===== src/rtl/decode_stage_if.sv =====
// ALU command encoding and the decode-stage bus: fetch handshake, writeback
// retire port and the issue signals that feed the ALU stage.
package decode_pkg;
    typedef enum logic [1:0] {
        ALU_NONE = 2'd0,
        ALU_ADD  = 2'd1
    } alu_command_t;
endpackage

interface decode_stage_if #(parameter int XLEN = 32);
    import decode_pkg::*;

    logic            instr_valid;
    logic [XLEN-1:0] instr;
    logic            instr_ready;
    logic            wb_valid;
    logic [4:0]      wb_rd;
    logic [4:0]      regfile_rd0_addr;
    logic [4:0]      regfile_rd1_addr;
    logic [11:0]     immediate;
    logic            input_a_is_immediate;
    alu_command_t    alu_op;
    logic [4:0]      dest_rd;
    logic            illegal_instr;

    modport slave (
        input  instr_valid, instr, wb_valid, wb_rd,
        output instr_ready, regfile_rd0_addr, regfile_rd1_addr, immediate,
               input_a_is_immediate, alu_op, dest_rd, illegal_instr
    );

    modport master (
        output instr_valid, instr, wb_valid, wb_rd,
        input  instr_ready, regfile_rd0_addr, regfile_rd1_addr, immediate,
               input_a_is_immediate, alu_op, dest_rd, illegal_instr
    );
endinterface


===== src/rtl/decode_stage.sv =====
// RV32I decode/issue for ADDI and ADD with a sticky illegal-instruction halt.
// Define DECODE_SCOREBOARD_EN to add the busy-vector RAW hazard stall.
module decode_stage
    import decode_pkg::*;
#(
    parameter int XLEN = 32
) (
    input  logic          clk,
    input  logic          reset_n,
    decode_stage_if.slave bus
);
    typedef enum logic {RUN, HALT} state_t;

    state_t          state_q, state_d;
    logic [XLEN-1:0] ir;
    logic [4:0]      rd, rs1, rs2;
    logic            is_addi, is_add, legal;
    logic            hazard, ready, issue;

    alu_command_t    alu_op_q, alu_op_d;
    logic [11:0]     imm_q, imm_d;
    logic            a_imm_q, a_imm_d;
    logic [4:0]      dest_q, dest_d;
    logic [4:0]      rd0_q, rd0_d;
    logic [4:0]      rd1_q, rd1_d;
    logic            illegal_q, illegal_d;

    assign ir      = bus.instr;
    assign rd      = ir[11:7];
    assign rs1     = ir[19:15];
    assign rs2     = ir[24:20];
    assign is_addi = (ir[6:0] == 7'b0010011) && (ir[14:12] == 3'b000);
    assign is_add  = (ir[6:0] == 7'b0110011) && (ir[14:12] == 3'b000)
                     && (ir[31:25] == 7'b0000000);
    assign legal   = is_addi || is_add;

`ifdef DECODE_SCOREBOARD_EN
    logic [31:0] busy_q, busy_d;
    logic [31:0] wb_clr;
    logic [31:0] busy_eff;

    // A source retiring this cycle is treated as ready: the write lands at this edge.
    assign wb_clr   = bus.wb_valid ? (32'd1 << bus.wb_rd) : 32'd0;
    assign busy_eff = busy_q & ~wb_clr;
    assign hazard   = ((is_addi || is_add) && busy_eff[rs1])
                      || (is_add && busy_eff[rs2]);

    always_comb begin
        busy_d = busy_q & ~wb_clr;
        if (issue && legal && rd != 5'd0)
            busy_d[rd] = 1'b1;
        busy_d[0] = 1'b0;
    end

    always_ff @(posedge clk) begin
        if (!reset_n) busy_q <= '0;
        else          busy_q <= busy_d;
    end
`else
    logic unused_wb;
    assign unused_wb = ^{bus.wb_valid, bus.wb_rd};
    assign hazard    = 1'b0;
`endif

    assign issue = bus.instr_valid && ready;

    always_comb begin
        ready     = 1'b0;
        state_d   = state_q;
        illegal_d = illegal_q;
        alu_op_d  = ALU_NONE;
        imm_d     = '0;
        a_imm_d   = 1'b0;
        dest_d    = '0;
        rd0_d     = rd0_q;
        rd1_d     = rd1_q;
        case (state_q)
            RUN: begin
                ready = !hazard;
                if (issue) begin
                    if (legal) begin
                        alu_op_d = ALU_ADD;
                        imm_d    = is_addi ? ir[31:20] : 12'd0;
                        a_imm_d  = is_addi;
                        dest_d   = rd;
                        rd1_d    = rs1;
                        rd0_d    = is_add ? rs2 : 5'd0;
                    end else begin
                        state_d   = HALT;
                        illegal_d = 1'b1;
                    end
                end
            end
            HALT: ready = 1'b0;
            default: state_d = RUN;
        endcase
    end

    always_ff @(posedge clk) begin
        if (!reset_n) begin
            state_q   <= RUN;
            illegal_q <= 1'b0;
            alu_op_q  <= ALU_NONE;
            imm_q     <= '0;
            a_imm_q   <= 1'b0;
            dest_q    <= '0;
            rd0_q     <= '0;
            rd1_q     <= '0;
        end else begin
            state_q   <= state_d;
            illegal_q <= illegal_d;
            alu_op_q  <= alu_op_d;
            imm_q     <= imm_d;
            a_imm_q   <= a_imm_d;
            dest_q    <= dest_d;
            rd0_q     <= rd0_d;
            rd1_q     <= rd1_d;
        end
    end

    assign bus.instr_ready          = ready;
    assign bus.alu_op               = alu_op_q;
    assign bus.immediate            = imm_q;
    assign bus.input_a_is_immediate = a_imm_q;
    assign bus.dest_rd              = dest_q;
    assign bus.regfile_rd0_addr     = rd0_q;
    assign bus.regfile_rd1_addr     = rd1_q;
    assign bus.illegal_instr        = illegal_q;
endmodule


===== src/flat_wrapper.sv =====
// flat-port wrapper written by rule: the top's interface ports become plain ports
module decode_stage_flat import decode_pkg::*;
#(
    parameter int XLEN = 32
)
  (clk, reset_n, bus_instr_valid, bus_instr, bus_wb_valid, bus_wb_rd, bus_instr_ready, bus_regfile_rd0_addr, bus_regfile_rd1_addr, bus_immediate, bus_input_a_is_immediate, bus_alu_op, bus_dest_rd, bus_illegal_instr);
  decode_stage_if #(.XLEN(XLEN)) bus_i ();
  input  logic clk;
  input  logic reset_n;
  input wire logic [$bits(bus_i.instr_valid)-1:0] bus_instr_valid;
  input wire logic [$bits(bus_i.instr)-1:0] bus_instr;
  input wire logic [$bits(bus_i.wb_valid)-1:0] bus_wb_valid;
  input wire logic [$bits(bus_i.wb_rd)-1:0] bus_wb_rd;
  output wire logic [$bits(bus_i.instr_ready)-1:0] bus_instr_ready;
  output wire logic [$bits(bus_i.regfile_rd0_addr)-1:0] bus_regfile_rd0_addr;
  output wire logic [$bits(bus_i.regfile_rd1_addr)-1:0] bus_regfile_rd1_addr;
  output wire logic [$bits(bus_i.immediate)-1:0] bus_immediate;
  output wire logic [$bits(bus_i.input_a_is_immediate)-1:0] bus_input_a_is_immediate;
  output wire logic [$bits(bus_i.alu_op)-1:0] bus_alu_op;
  output wire logic [$bits(bus_i.dest_rd)-1:0] bus_dest_rd;
  output wire logic [$bits(bus_i.illegal_instr)-1:0] bus_illegal_instr;
  assign bus_i.instr_valid = bus_instr_valid;
  assign bus_i.instr = bus_instr;
  assign bus_i.wb_valid = bus_wb_valid;
  assign bus_i.wb_rd = bus_wb_rd;
  assign bus_instr_ready = bus_i.instr_ready;
  assign bus_regfile_rd0_addr = bus_i.regfile_rd0_addr;
  assign bus_regfile_rd1_addr = bus_i.regfile_rd1_addr;
  assign bus_immediate = bus_i.immediate;
  assign bus_input_a_is_immediate = bus_i.input_a_is_immediate;
  assign bus_alu_op = bus_i.alu_op;
  assign bus_dest_rd = bus_i.dest_rd;
  assign bus_illegal_instr = bus_i.illegal_instr;
  decode_stage #(.XLEN(XLEN)) u_core (.clk(clk), .reset_n(reset_n), .bus(bus_i));
endmodule

===== config.mk =====
export PLATFORM = sky130hd
export DESIGN_NAME = decode_stage_flat
export DESIGN_NICKNAME = d
export VERILOG_FILES = /design/src/rtl/decode_stage_if.sv /design/src/rtl/decode_stage.sv /design/src/flat_wrapper.sv
export SDC_FILE = /design/constraint.sdc
export NUM_CORES = 1
export LEC_CHECK = 0
export ABC_CLOCK_PERIOD_IN_PS = 2950
export CAP_MARGIN = 0
export CELL_PAD_IN_SITES_DETAIL_PLACEMENT = 1
export CELL_PAD_IN_SITES_GLOBAL_PLACEMENT = 1
export CORE_MARGIN = 3
export CORE_UTILIZATION = 26
export DETAILED_ROUTE_END_ITERATION = 16
export GPL_TIMING_DRIVEN = 0
export PLACE_DENSITY_LB_ADDON = 0.1
export SYNTH_ARGS = -nofsm -noshare
export SYNTH_HDL_FRONTEND = slang
export SYNTH_SLANG_ARGS = --single-unit

===== constraint.sdc =====
create_clock -name clk -period 2.95 [get_ports clk]
set_input_delay 0.4425 -clock clk [delete_from_list [all_inputs] [get_ports clk]]
set_output_delay 0.4425 -clock clk [all_outputs]
set_load 0.005 [all_outputs]

### Yosys cells after proc, flatten, opt, wreduce, memory -nomap -nowiden

Index checks and enable logic that the tools add are counted.

| operators by class | value |
|---|---|
| equal/unequal tests | 2 |
| mux-type cells | 6 |
| bitwise operators | 5 |
| reductions and logical operators | 12 |

Operator list:

| operator | number |
|---|---|
| $eq 7x5->1 const B | 1 |
| $eq 7x6->1 const B | 1 |
| $logic_not 7->1 | 1 |
| $reduce_and 3->1 | 2 |
| $mux 5 | 1 |
| $not 1->1 | 5 |
| $reduce_or 5->1 | 1 |
| $logic_and 1x1->1 | 4 |
| $mux 1 | 4 |
| $reduce_or 4->1 | 1 |
| $logic_not 3->1 | 1 |
| $reduce_or 3->1 | 1 |
| $pmux 1 s2 | 1 |
| $logic_or 1x1->1 | 1 |

| word-level totals | value |
|---|---|
| register bits | 32 |
| bits of input ports | 41 |
| output and inout bits | 32 |
| logic and storage cells | 33 |

### Depth between registers and ports, before layout

Gate-level depths: netlist of the first run.

| depth | value |
|---|---|
| depth in word-level cells | 7 |
| depth in mapped cells | 5 |
| mapped depth without buffers | 4 |

### Least setup slack after synthesis of the first run

No wires, ideal clock.

| path | value |
|---|---|
| kind | input to register |
| start | in bus_instr[2] |
| end | reg u_core.rd0_q[0] (netlist: u_core.bus.regfile_rd0_addr[0]) |
| setup time | 0.075 ns |
| arrival time | 1.392 ns |
| data required time | 2.875 ns |
| path slack | 1.483 ns |
| stages on the path | 4 |
| buffers on the path | 0 |
| cell sequence | and4bb_1 nand4b_4 or3_4 o22ai_1 |

| on the way | value |
|---|---|
| longest elaborated chain between the ends | 5 |
| elaborated cells between the ends (all ways) | 8 |
| classes of those cells | eq/ne: 2; mux: 1; reduce/logical: 5 |

Ends and longest elaborated chain:

| element | line | text |
|---|---|---|
| start: declaration | flat_wrapper.sv:11 | `input wire logic [$bits(bus_i.instr)-1:0] bus_instr;` |
| $eq 7x6->1 | decode_stage.sv:33 | `assign is_add = (ir[6:0] == 7'b0110011) && (ir[14:12] == 3'b000)` |
| $logic_and 1x1->1 | decode_stage.sv:33 |  |
| $logic_and 1x1->1 | decode_stage.sv:34 | `&& (ir[31:25] == 7'b0000000);` |
| $logic_or 1x1->1 | decode_stage.sv:35 | `assign legal = is_addi \|\| is_add;` |
| $reduce_and 3->1 (no line) | -- |  |
| end signal: assignment | decode_stage.sv:116 | `rd0_q <= rd0_d;` |
| end: declaration | decode_stage.sv:24 | `logic [4:0] rd0_q, rd0_d;` |

Several ways; a longest one is shown, not always the timed one.
A chain may end at the register's enable or synchronous reset.

### Worst setup path in the final report of the first run

| path | value |
|---|---|
| start | in bus_instr[27] |
| end | reg u_core.rd1_q[3] (netlist: u_core.bus.regfile_rd1_addr[3]) |

| on the way | value |
|---|---|
| longest elaborated chain between the ends | 4 |

Ends and longest elaborated chain:

| element | line | text |
|---|---|---|
| $logic_not 7->1 | decode_stage.sv:34 |  |
| $logic_and 1x1->1 | decode_stage.sv:34 |  |
| $logic_or 1x1->1 | decode_stage.sv:35 |  |
| $reduce_and 3->1 (no line) | -- |  |
| end signal: assignment | decode_stage.sv:117 | `rd1_q <= rd1_d;` |
| end: declaration | decode_stage.sv:25 | `logic [4:0] rd1_q, rd1_d;` |

No other way between the ends.

==> reports/metrics.csv, run 1 <==
metric,value,unit
arrival,2.01,ns
start_kind,input port,
synth_top_family_by_area,simple AND/OR/NAND/NOR gates,
die-area,5010,µm²
rows,22,
period_needed,1.80,ns
die_h,70.8,µm
initial_core_util,28.3,%
ff2ff_setup_slack,1.65,ns
leakage,0.724,nW
synth.top_cell.area_share,56.9,%
synth-compound-area-share,5.16,%
clk_latency,0.28,ns
finalMaxSlewViolations,0,
grt_max_degree,11,
antenna_found_initial,0,
diodes,0,
hold_violations,0,
synth-seq-cells,31,
wl_per_cell,13.3,µm
cts_hold_buffers,0,
synth_warnings,0,
core,3850,µm²
dp_slack,0.826,ns
routed_via_density,4.46,
synth_top_area_cell,dfxtp_1,
ant_nets,0,
synth_adder_area_share,0,%
ys_top_cells_by_area,"dfxtp_1, and2_1, nand2_1",
dpl.hpwl,2.46,mm
cts_buffers,5,
fmax,555,MHz
io_buffers,65,
drive_above_1_share,10.1,%
fin_ws,1.15,ns
synth-seq-area-share,56.9,%
place_congestion,0.719,
cts_max_level,2,
cts.clk_slew.worst_paths,0.07,ns
worstPathRequired,3.16,ns
grt_pass1_vias,1102,
cts_setup_buffers,0,
dr.pass1.iters,4,
num_vias,1007,
drcViolationCount,0,
critPathCaptureType,flop,
numClockSinks,31,
drtIter0Drc,28,
cp_max_fo,10,
area_delta_synth_final,75.9,%
final.setup.tns,0,ns
ir_drop,0.205,mV
avgSynthCellArea,10.4,µm²
fillers,441,
fin_nets,218,
synth_ff_type,dfxtp_1,
synth.top_cells.by_count,"dfxtp_1, nand2_1, and2_1",
synthesis.nets,146,
cts_tree,built,
async_flop_share,0,%
drv_cap,0,
crit_type,input port to flop,
cts.path.max_buffers,2,
setup_viol,0,
synth.distinct_cells,24,
post_cts_resized,0,
holdCritPathClass,flop to flop,
postSynthCellCount,105,
fp.dieW,70.8,µm
synth_xor_area_share,0,%
syn_area,1090,µm²
grt_pass1_wl,5.04,mm
overflow,0,
status,finished clean,
grt_usage,13.0,%
power,925,µW
io_pins,73,
skew,0.00493,ns
powerDensity,482,nW/µm²
cts-root-buf,clkbuf_8,
period_share,61.1,%
synthMuxAreaShare,4.59,%
synthSimpleGateAreaFrac,30.8,%
yosysMostFrequentCell,dfxtp_1,
synth_edf_count,0,
wl,3.01,mm
rsz0062_at_grt,false,
-- per-layer routing --
layer	vias to the layer above	track usage, %	share of wire [%]
met4	0	5.01	1.3
met1	471	13.2	39
li1	489	-	-
met3	4	7.53	11
met5	-	0	0
met2	43	21.9	49
-- final cells by class --
class	instances	area, µm²	share of cell area, %
timing repair buffer	65	651	33.9
sequential	31	621	32.3
multi-input combinational	69	447	23.3
clock buffer	6	82.6	4.30
tap	48	60.1	3.13
clock inverter	2	35.0	1.83
buffer	4	20.0	1.04
inverter	1	3.75	0.196
-- placed cells by master, fill, tap and decap left out, drive strengths merged, types with 2 or more instances in the layout --
cell           count
clkdlybuf4s50     65
nor2b              2
nor3               4
o22ai              5
a21boi             2
mux2i              5
and2              17
o21ai              2
nand2             23
dfxtp             31
nor2               2
clkbuf             8
buf                2
-- per-stage QoR --
stage | util, % | std cells | hold slack [ns] | area (µm²)
6_report | 49.8 | 226 | 0.465 | 1920
5_1_grt | 49.8 | 226 | 0.500 | 1920
4_1_cts | 49.8 | 226 | 0.472 | 1920
3_5_place_dp | 46.8 | 218 | 0.462 | 1800
3_3_place_gp | 46.8 | 218 | 0.443 | 1800
2_1_floorplan | - | 105 | 0.451 | 1090
-- registers in the layout, indices dropped and copies added, names as in the netlist --
register / cells
u_core.state_q: 1
u_core.bus.dest_rd: 5
u_core.bus.regfile_rd0_addr: 5
u_core.bus.alu_op: 1
u_core.bus.regfile_rd1_addr: 5
u_core.bus.immediate: 12
u_core.bus.input_a_is_immediate: 1
u_core.bus.illegal_instr: 1
-- path summary, 6_finish.rpt --
| kind | start | end | depth (start not counted) |
|---|---|---|---|
| min reg2reg | u_core.bus.regfile_rd1_addr[4] | u_core.bus.regfile_rd1_addr[4] | 2 |
| min | u_core.bus.regfile_rd1_addr[4] | u_core.bus.regfile_rd1_addr[4] | 2 |
| max | bus_instr[27] | u_core.bus.regfile_rd1_addr[3] | 5 |
| max reg2reg | u_core.state_q | u_core.bus.regfile_rd1_addr[3] | 4 |
-- worst max-delay path, cell delays in order --
cell             delay, ns
clkdlybuf4s50_1       0.43
nor4_2                0.34
a21boi_1              0.22
nor2_4                0.34
mux2i_1               0.23
-- cell families after synthesis --
logic type	after synthesis
buf+inv	5
mux	5
flops	31
compound gates	9
simple gates	54
other cells	1
-- where the power goes --
| part | switching (mW) | total (mW) | internal, mW | leakage (nW) |
|---|---|---|---|---|
| sequential | 0.00138 | 0.422 | 0.421 | 0.250 |
| clock | 0.155 | 0.428 | 0.273 | 0.0612 |
| combinational | 0.0250 | 0.0755 | 0.0506 | 0.413 |
(Power assumes the default switching activity.)
==> run 2: changes to the inputs <==
--- a/config.mk
+++ b/config.mk
@@ -5,12 +5,12 @@
 export SDC_FILE = /design/constraint.sdc
 export NUM_CORES = 1
 export LEC_CHECK = 0
-export ABC_CLOCK_PERIOD_IN_PS = 2950
+export ABC_CLOCK_PERIOD_IN_PS = 1400
 export CAP_MARGIN = 0
 export CELL_PAD_IN_SITES_DETAIL_PLACEMENT = 1
 export CELL_PAD_IN_SITES_GLOBAL_PLACEMENT = 1
 export CORE_MARGIN = 3
-export CORE_UTILIZATION = 26
+export CORE_UTILIZATION = 22
 export DETAILED_ROUTE_END_ITERATION = 16
 export GPL_TIMING_DRIVEN = 0
 export PLACE_DENSITY_LB_ADDON = 0.1
==> constraint.sdc (replaced) <==
create_clock -name clk -period 1.4 [get_ports clk]
set_input_delay 0.21 -clock clk [delete_from_list [all_inputs] [get_ports clk]]
set_output_delay 0.21 -clock clk [all_outputs]
set_load 0.005 [all_outputs]
==> run 2 against run 1 <==
Effect of this change:
- cell area rose by 8.9%
- setup slack got worse by 1.1 ns
- power rose by 110%
- sequential cell count did not move
- critical path depth fell by 4
- utilization fell by 4.0 points
- critical endpoint is now bus_regfile_rd0_addr[3]
- highest routed layer unchanged
==> reports/metrics.csv, run 2 (synthesis results as in run 1) <==
metric,value,unit
numClockSinks,31,
rsz0062_at_grt,false,
ir_drop,0.382,mV
layout_common_cells,"clkdlybuf4s50_1, dfxtp_1, nand2_1",
cts_max_level,2,
holdWs,0.233,ns
final_area,2090,µm²
skew,0.00487,ns
worstHoldPathCells,2,
p_int,1.56,mW
cp_max_fo,2,
holdCritPathClass,input port to flop,
antenna_found_initial,0,
setup_viol,0,
grt_usage,12.0,%
p_sw_share,20.6,%
ant_nets,0,
cts_tree,built,
diodes,0,
cp.depth,1,
wl_per_cell,13.5,µm
period_share,97.1,%
ff2ff_path_depth,5,
dpl.hpwl,2.57,mm
critPathMaxStageDelay,0.51,ns
finalMaxSlewViolations,0,
drv_cap,0,
drcViolationCount,0,
crit_family,buffers and inverters,
hold_violations,0,
status,finished clean,
core,4560,µm²
dp.cells,235,
cts_buffers,5,
clk_latency,0.28,ns
grt_pass1_wl,5.52,mm
clkPwrFrac,46.6,%
power,1.96,mW
power_frac_comb,7.9,%
cp_num_buf_inv,1,
layout_commonest_cell,clkdlybuf4s50_1,
die-area,5840,µm²
io_pins,73,
powerDensity,937,nW/µm²
slowest_stage,clkdlybuf4s50_1,
seq_power_share,45.4,%
period_needed,1.36,ns
routed_via_density,4.12,
rows,24,
grt_max_degree,11,
leakage,0.897,nW
cts.clk_slew.worst_paths,0.07,ns
overflow,0,
initial_core_util,23.9,%
power_switching,404,µW
cts-root-buf,clkbuf_8,
fin_cells,248,
crit_path_cell_trace,clkdlybuf4s50_1,
critPathCaptureType,output pin,
arrival,1.15,ns
fin_nets,223,
drive_above_1_share,16.9,%
dr.pass1.iters,2,
place_congestion,0.724,
fmax,735,MHz
wl,3.35,mm
dpl-instance-area,1820,µm²
area_delta_synth_final,91.5,%
crit_type,flop to output pin,
fp.dieW,76.4,µm
drtIter0Drc,24,
start_kind,flop,
cts.path.max_buffers,2,
die_h,76.4,µm
grt_pass1_vias,1116,
num_vias,1021,
cts_hold_buffers,0,
largest_reg_flops,12,
io_buffers,65,
worstPathRequired,1.19,ns
[run 2: cell count changes in the layout (fill, tap and decap cells not counted), sizes merged]
| cell | delta |
|---|---|
| bufbuf | +1 |
| buf | +4 |
| clkdlybuf4s50 | -22 |
| dlygate4sd2 | +16 |
| dlymetal6s2s | +6 |
[run 2: final timing paths]
| kind | start | slack [ns] | end |
|---|---|---|---|
| max | u_core.bus.regfile_rd0_addr[3] | 0.04 | bus_regfile_rd0_addr[3] |
| min | bus_instr[27] | 0.23 | u_core.bus.immediate[7] |
| max reg2reg | u_core.state_q | 0.12 | u_core.bus.regfile_rd0_addr[2] |
| min reg2reg | u_core.bus.regfile_rd1_addr[4] | 0.47 | u_core.bus.regfile_rd1_addr[4] |
[run 2: cell type report]
type,instances,area [µm²]
fillers,515,2470
flip-flops and latches,31,621
well taps,65,81.3
plain buffers,4,22.5
inverters,1,3.75
multi-input cells,69,519
clock buffers,6,82.6
clock inverters,2,35.0
repair buffers,70,724
[run 2: power groups by stage]
stage	Combinational, mW	Sequential (mW)	Clock, mW
final	0.155	0.890	0.914
after floorplan	0.0368	0.909	0
after global routing	0.169	0.890	0.983
after detailed placement	0.160	0.909	0
after CTS	0.158	0.890	0.946
after global placement	0.158	0.909	0
[run 2: timing repair]
item	in CTS	in global routing
setup buffers	2	2
resized for setup	28	9
pin swaps	15	6
cloned	1	0
endpoints found under the setup margin	27	15
[run 2: metrics by stage]
step                      setup slack [ns]  util [%]  setup TNS, ns
after floorplan                      0.166         -              0
after global placement              -0.441      39.9         -11.88
after detailed placement            -0.493      39.9         -13.01
after CTS                           0.0213      44.8              0
after global routing               0.00146      45.8              0
final                               0.0401      45.8              0
[run 2: per-layer routing]
metal	GRT usage [%]	part of all wire (%)	up-vias
li1	-	-	496
met1	12.8	39	475
met2	19.9	51	44
met3	6.03	8.1	6
met4	5.43	1.9	0
met5	0	0	-
